`src/rtl/control_sequencer.sv`:
```
// Microcode control unit: counts machine microsteps off the synchronized step clock
// and decodes opcode/flags into the registered control word, with HLT/resume run gating.
module control_sequencer #(
    parameter int unsigned SYNC_STAGES = 2,
    parameter int unsigned LAST_STEP   = 4
) (
    input  logic        system_clock,
    input  logic        reset_n,
    input  logic        step_clock,
    input  logic [3:0]  opcode,
    input  logic        carry_flag,
    input  logic        zero_flag,
    input  logic        resume,
    output logic [15:0] ctrl,
    output logic [2:0]  step,
    output logic        run
);

    localparam int unsigned CTRL_W = 16;
    localparam int unsigned STEP_W = 3;
    localparam int unsigned OP_W   = 4;

    localparam logic [CTRL_W-1:0] CW_FETCH_ADDR = 16'h4004;
    localparam logic [CTRL_W-1:0] CW_FETCH_INSN = 16'h1408;

    localparam logic [OP_W-1:0] OP_LDA = 4'h1;
    localparam logic [OP_W-1:0] OP_ADD = 4'h2;
    localparam logic [OP_W-1:0] OP_SUB = 4'h3;
    localparam logic [OP_W-1:0] OP_STA = 4'h4;
    localparam logic [OP_W-1:0] OP_LDI = 4'h5;
    localparam logic [OP_W-1:0] OP_JMP = 4'h6;
    localparam logic [OP_W-1:0] OP_JC  = 4'h7;
    localparam logic [OP_W-1:0] OP_JZ  = 4'h8;
    localparam logic [OP_W-1:0] OP_OUT = 4'hE;
    localparam logic [OP_W-1:0] OP_HLT = 4'hF;

    logic [SYNC_STAGES-1:0] r_sync;
    logic                   r_edge;
    logic                   r_strobe;
    logic [STEP_W-1:0]      r_step;
    logic [CTRL_W-1:0]      r_ctrl;
    logic                   r_hlt_prev;
    logic                   r_latch;
    logic                   r_run;

    logic                   w_fall;
    logic                   w_advance;
    logic                   w_hlt_rise;
    logic [STEP_W-1:0]      w_step_next;

    // Microcode ROM: fetch steps are shared, execute steps depend on opcode and flags.
    function automatic logic [CTRL_W-1:0] f_decode(
        input logic [STEP_W-1:0] s,
        input logic [OP_W-1:0]   op,
        input logic              c,
        input logic              z
    );
        logic [CTRL_W-1:0] w;
        w = '0;
        case (s)
            3'd0: w = CW_FETCH_ADDR;
            3'd1: w = CW_FETCH_INSN;
            3'd2: begin
                case (op)
                    OP_LDA, OP_ADD, OP_SUB, OP_STA: w = 16'h4800;
                    OP_LDI: w = 16'h0A00;
                    OP_JMP: w = 16'h0802;
                    OP_JC:  w = c ? 16'h0802 : 16'h0000;
                    OP_JZ:  w = z ? 16'h0802 : 16'h0000;
                    OP_OUT: w = 16'h0110;
                    OP_HLT: w = 16'h8000;
                    default: w = '0;
                endcase
            end
            3'd3: begin
                case (op)
                    OP_LDA:         w = 16'h1200;
                    OP_ADD, OP_SUB: w = 16'h1020;
                    OP_STA:         w = 16'h2100;
                    default:        w = '0;
                endcase
            end
            3'd4: begin
                case (op)
                    OP_ADD:  w = 16'h0281;
                    OP_SUB:  w = 16'h02C1;
                    default: w = '0;
                endcase
            end
            default: w = '0;
        endcase
        return w;
    endfunction

    assign w_fall      = r_edge & ~r_sync[SYNC_STAGES-1];
    assign w_advance   = r_strobe & ~r_latch;
    assign w_hlt_rise  = r_ctrl[CTRL_W-1] & ~r_hlt_prev;
    assign w_step_next = !w_advance ? r_step :
                         (r_step == STEP_W'(LAST_STEP)) ? '0 : r_step + STEP_W'(1);

    // Step clock is asynchronous: synchronize, then register a one-cycle falling-edge strobe.
    always_ff @(posedge system_clock or negedge reset_n) begin
        if (!reset_n) begin
            r_sync   <= '0;
            r_edge   <= 1'b0;
            r_strobe <= 1'b0;
        end else begin
            r_sync   <= {r_sync[SYNC_STAGES-2:0], step_clock};
            r_edge   <= r_sync[SYNC_STAGES-1];
            r_strobe <= w_fall;
        end
    end

    // Step and control word move together; ctrl tracks the step it is about to hold.
    always_ff @(posedge system_clock or negedge reset_n) begin
        if (!reset_n) begin
            r_step <= '0;
            r_ctrl <= CW_FETCH_ADDR;
        end else begin
            r_step <= w_step_next;
            r_ctrl <= f_decode(w_step_next, opcode, carry_flag, zero_flag);
        end
    end

    // Only the HLT rising edge sets the latch, so a lingering HLT bit cannot re-halt.
    always_ff @(posedge system_clock or negedge reset_n) begin
        if (!reset_n) begin
            r_hlt_prev <= 1'b0;
            r_latch    <= 1'b0;
            r_run      <= 1'b1;
        end else begin
            r_hlt_prev <= r_ctrl[CTRL_W-1];
            if (w_hlt_rise) begin
                r_latch <= 1'b1;
            end else if (resume) begin
                r_latch <= 1'b0;
            end
            r_run <= ~r_latch;
        end
    end

    assign ctrl = r_ctrl;
    assign step = r_step;
    assign run  = r_run;

endmodule

```
`config.mk`:
```
export PLATFORM = sky130hd
export DESIGN_NAME = control_sequencer
export DESIGN_NICKNAME = d
export VERILOG_FILES = /design/src/rtl/control_sequencer.sv
export SDC_FILE = /design/constraint.sdc
export NUM_CORES = 1
export LEC_CHECK = 0
export CAP_MARGIN = 20
export CORE_MARGIN = 1
export CORE_UTILIZATION = 35
export DETAILED_ROUTE_END_ITERATION = 7
export GPL_TIMING_DRIVEN = 0
export PLACE_DENSITY_LB_ADDON = 0.12
export SYNTH_ARGS = -nofsm -noshare
export SYNTH_HDL_FRONTEND = slang
export SYNTH_SLANG_ARGS = --single-unit
```
`constraint.sdc`:
```
create_clock -name system_clock -period 2 [get_ports system_clock]
set_input_delay 0.5 -clock system_clock [delete_from_list [all_inputs] [get_ports system_clock]]
set_output_delay 0.5 -clock system_clock [all_outputs]
set_load 0.02 [all_outputs]
```
==> results.yml <==
status:
  status: "finished with violations"
  violations: "DRC"
worst_setup_path:
  reg2reg_from: "step[0]$_DFF_PN0_"
  r2r_cells: 7
  r2r_setup_slack_ps: 190
  critPathMaxStageDelay_ps: 590
  start_kind: "register"
  worstPathArrival_ps: 1430
  slowest_stage: "clkdlybuf4s50_1"
  critical-path-top-delay-family: "buffers and inverters"
  end_kind: "primary output"
  path_max_fanout: 1
  crit_type: "register to primary output"
  required_ps: 1500
  cp_cell_sequence: "clkdlybuf4s50_1"
  critPathBufInv: 1
  r2r_end: "ctrl[9]$_DFF_PN0_"
layout:
  nFillCells: 259
  area_growth_pct: 37.60
  final_common_cell: "clkdlybuf4s50_1"
  final_cell_mix: "clkdlybuf4s50_1, dfrtp_1, nor2_1, nand2_1, inv_1"
  drive_gt1_share_pct: 16.03
  final_cell_area_um2: 1465
  nets: 144
  multi_input_area_um2: 402.9
  antennaDiodeCount: 0
  seqCellArea_um2: 604.3
sta:
  fin_skew_ps: 9.250
  finalCriticalPeriod_ps: 1930
  period_share_pct: 96.48
  relSlewSlack_pct: 70.02
  drv_slew: 0
  tns_ps: 0
  rsz0062_at_grt: "no"
  max_slew.worst_pin.slew_ps: 448.3
  fmax_ghz: 0.5182
  hold_viol: 0
  finalSetupViolations: 0
power_and_ir_drop:
  p_int_w: 0.001112
  p_leak_nw: 0.6467
  clockPowerShare_pct: 20.4
  p_sw_share_pct: 32.88
  powerDensity_nw_per_um2: 1131
  p_comb_share_pct: 42.3
  irDropWorstVdd_mv: 0.4288
  p_sw_w: 0.0005447
  sequentialPowerShare_pct: 37.3
detailed_routing:
  finalWirelength_um: 1873
  drc: 1
  ant_nets: 0
  vias: 808
  viasPerCell: 4.988
  dr.first_iter.drc_count: 11
  wl_per_cell_um: 11.56
  dr.pass1.iters: 6
global_routing:
  grt_max_degree: 25
  grt_pass1_vias: 748
  grt_antenna_before_repair: 0
  grt_pass1_wl_um: 3312
  grt_overflow_total: 0
  grt_util_all_layers_pct: 13.42
floorplan:
  start_util_pct: 37.64
  io_pins: 30
  die_h_um: 57.16
  core-area_um2: 2829
  dieArea_um2: 3267
  die_w_um: 57.16
  rows: 19
clock_tree:
  hold_buffers: 0
  numCtsBuffers: 3
  max-clock-path-buffers: 2
  insertion_delay_ps: 310
  tritoncts: "done"
  htreeDepth: 1
  path_clk_slew_ps: 130
  cts_sinks: 24
  cts_root_buffer: "clkbuf_4"
flow_run:
  maxCapViolations: 0
place:
  io_buffers: 28
  gp_congestion: 0.7329
  dp_hpwl_um: 1404
  placed_area_um2: 1384
hold_path:
  min_from: "r_sync[0]$_DFF_PN0_"
  hp-class: "register to register"
  min_to: "r_sync[1]$_DFF_PN0_"
  whs_path_depth: 0
yosys:
  synthCells: 98
  ys_seq_area_share_pct: 56.76
  netlist_area_um2: 1065
  avgSynthCellArea_um2: 10.87
  synth.distinct_cells: 35
  yosysWarnings: 0
  synth_nets: 110
  ys_seq_elements: 24
[how the worst max path moves through the flow]
stage                     slack (ps)                 to               from  depth (start not counted)
after floorplan                  160  ctrl[9]$_DFF_PN0_  step[0]$_DFF_PN0_                          7
after global placement           150  ctrl[9]$_DFF_PN0_  step[0]$_DFF_PN0_                          7
after detailed placement         110  ctrl[9]$_DFF_PN0_  step[0]$_DFF_PN0_                          7
after CTS                         50                run      run$_DFF_PN1_                          1
after global routing               4                run      run$_DFF_PN1_                          1
final                             70                run      run$_DFF_PN1_                          1
[area by class of cell]
type                            count  area share (%)
Clock inverter                      1           2.050
Sequential cell                    24           41.25
Timing Repair Buffer               29           21.01
Multi-Input combinational cell     63           27.50
Buffer                              5           2.477
Inverter                            6           1.537
Tap cell                           31           2.647
Clock buffer                        3           1.537
[synth_stat cells]
cell type	count	share of area, %
o21ai_0	5	2.3
nand3_2	1	0.94
nand3b_1	2	1.4
buf_2	1	0.47
a21boi_2	1	1.1
dfstp_2	3	7.4
nand4_1	2	1.2
nor2b_1	3	1.8
dfrtp_1	21	49
nand2_1	8	2.8
mux2_4	1	1.4
nand2b_1	2	1.2
and2_1	2	1.2
a211oi_2	1	1.2
a22oi_1	1	0.71
nor3_2	1	0.94
a31oi_1	1	0.59
a2bb2oi_1	1	0.82
a32o_2	1	1.1
clkbuf_1	1	0.35
buf_4	2	1.4
nand2b_4	1	1.3
a211oi_1	1	0.71
nand4b_1	2	1.6
ha_1	2	2.3
inv_1	6	2.1
or2_0	1	0.59
a21oi_1	4	1.9
nor2_1	13	4.6
o22ai_1	1	0.59
buf_6	1	1.1
a21oi_2	1	0.82
o31a_1	1	0.82
and3_1	2	1.2
xor2_1	1	0.82
[power groups by stage]
stage	Clock, W	Combinational (W)	Sequential (W)
floorplan	0	0.000332	0.000726
CTS	0.000353	0.000693	0.000619
global placement	0	0.000685	0.000628
finish	0.000338	0.000700	0.000618
global route	0.000376	0.000766	0.000631
detailed placement	0	0.000690	0.000629
[metal layers]
| metal | vias up | share of wire (%) | global-route usage [%] |
|---|---|---|---|
| met5 | - | 0 | 0 |
| met4 | 0 | 0.91 | 5.226 |
| met3 | 2 | 5.1 | 3.175 |
| met2 | 27 | 45 | 20.50 |
| met1 | 380 | 49 | 18.66 |
| li1 | 399 | - | - |
[worst reg2reg max path: stages (launching register included)]
cell      delay (ps)
dfrtp_1          390
clkbuf_2         200
inv_1             70
ha_1             300
mux2_4           320
a21boi_2         200
nand4_1          100
nand3b_1         110
[cells by family (layout without fill, tap and decap cells)]
group | count (synthesis) | in the layout | share of synthesized area (%)
AO/OA/AOI/OAI | 19 | 19 | 12.57
adder cells (fa/ha/maj) | 2 | 2 | 2.350
XOR/XNOR | 1 | 1 | 0.8227
flip-flops | 24 | 24 | 56.76
multiplexers | 1 | 1 | 1.410
AND/OR/NAND/NOR | 40 | 40 | 20.68
buffers and inverters | 11 | 44 | 5.404
[stage by stage]
step,power [W],instances,worst slack [ps],utilization (%),hold slack (ps)
global route,0.001774,162,4.139,51.79,397.7
CTS,0.001665,161,49.05,50.77,372.4
finish,0.001656,162,70.31,51.79,377.6
global placement,0.001313,157,146.0,48.92,335.5
floorplan,0.001058,98,156.5,-,204.4
detailed placement,0.001319,157,105.2,48.92,341.2
[flip-flops by register name, indices dropped and copies added (netlist names)]
register	cells
ctrl	14
r_sync	2
step	3
r_latch	1
r_edge	1
r_hlt_prev	1
r_strobe	1
run	1
[what timing repair did]
item / 4_1_cts / 5_1_grt
setup buffers: 0 / 0
endpoints found under the setup margin: 0 / 5
gates resized for setup: 0 / 2
Note: power is estimated with default switching activity, not from simulation.
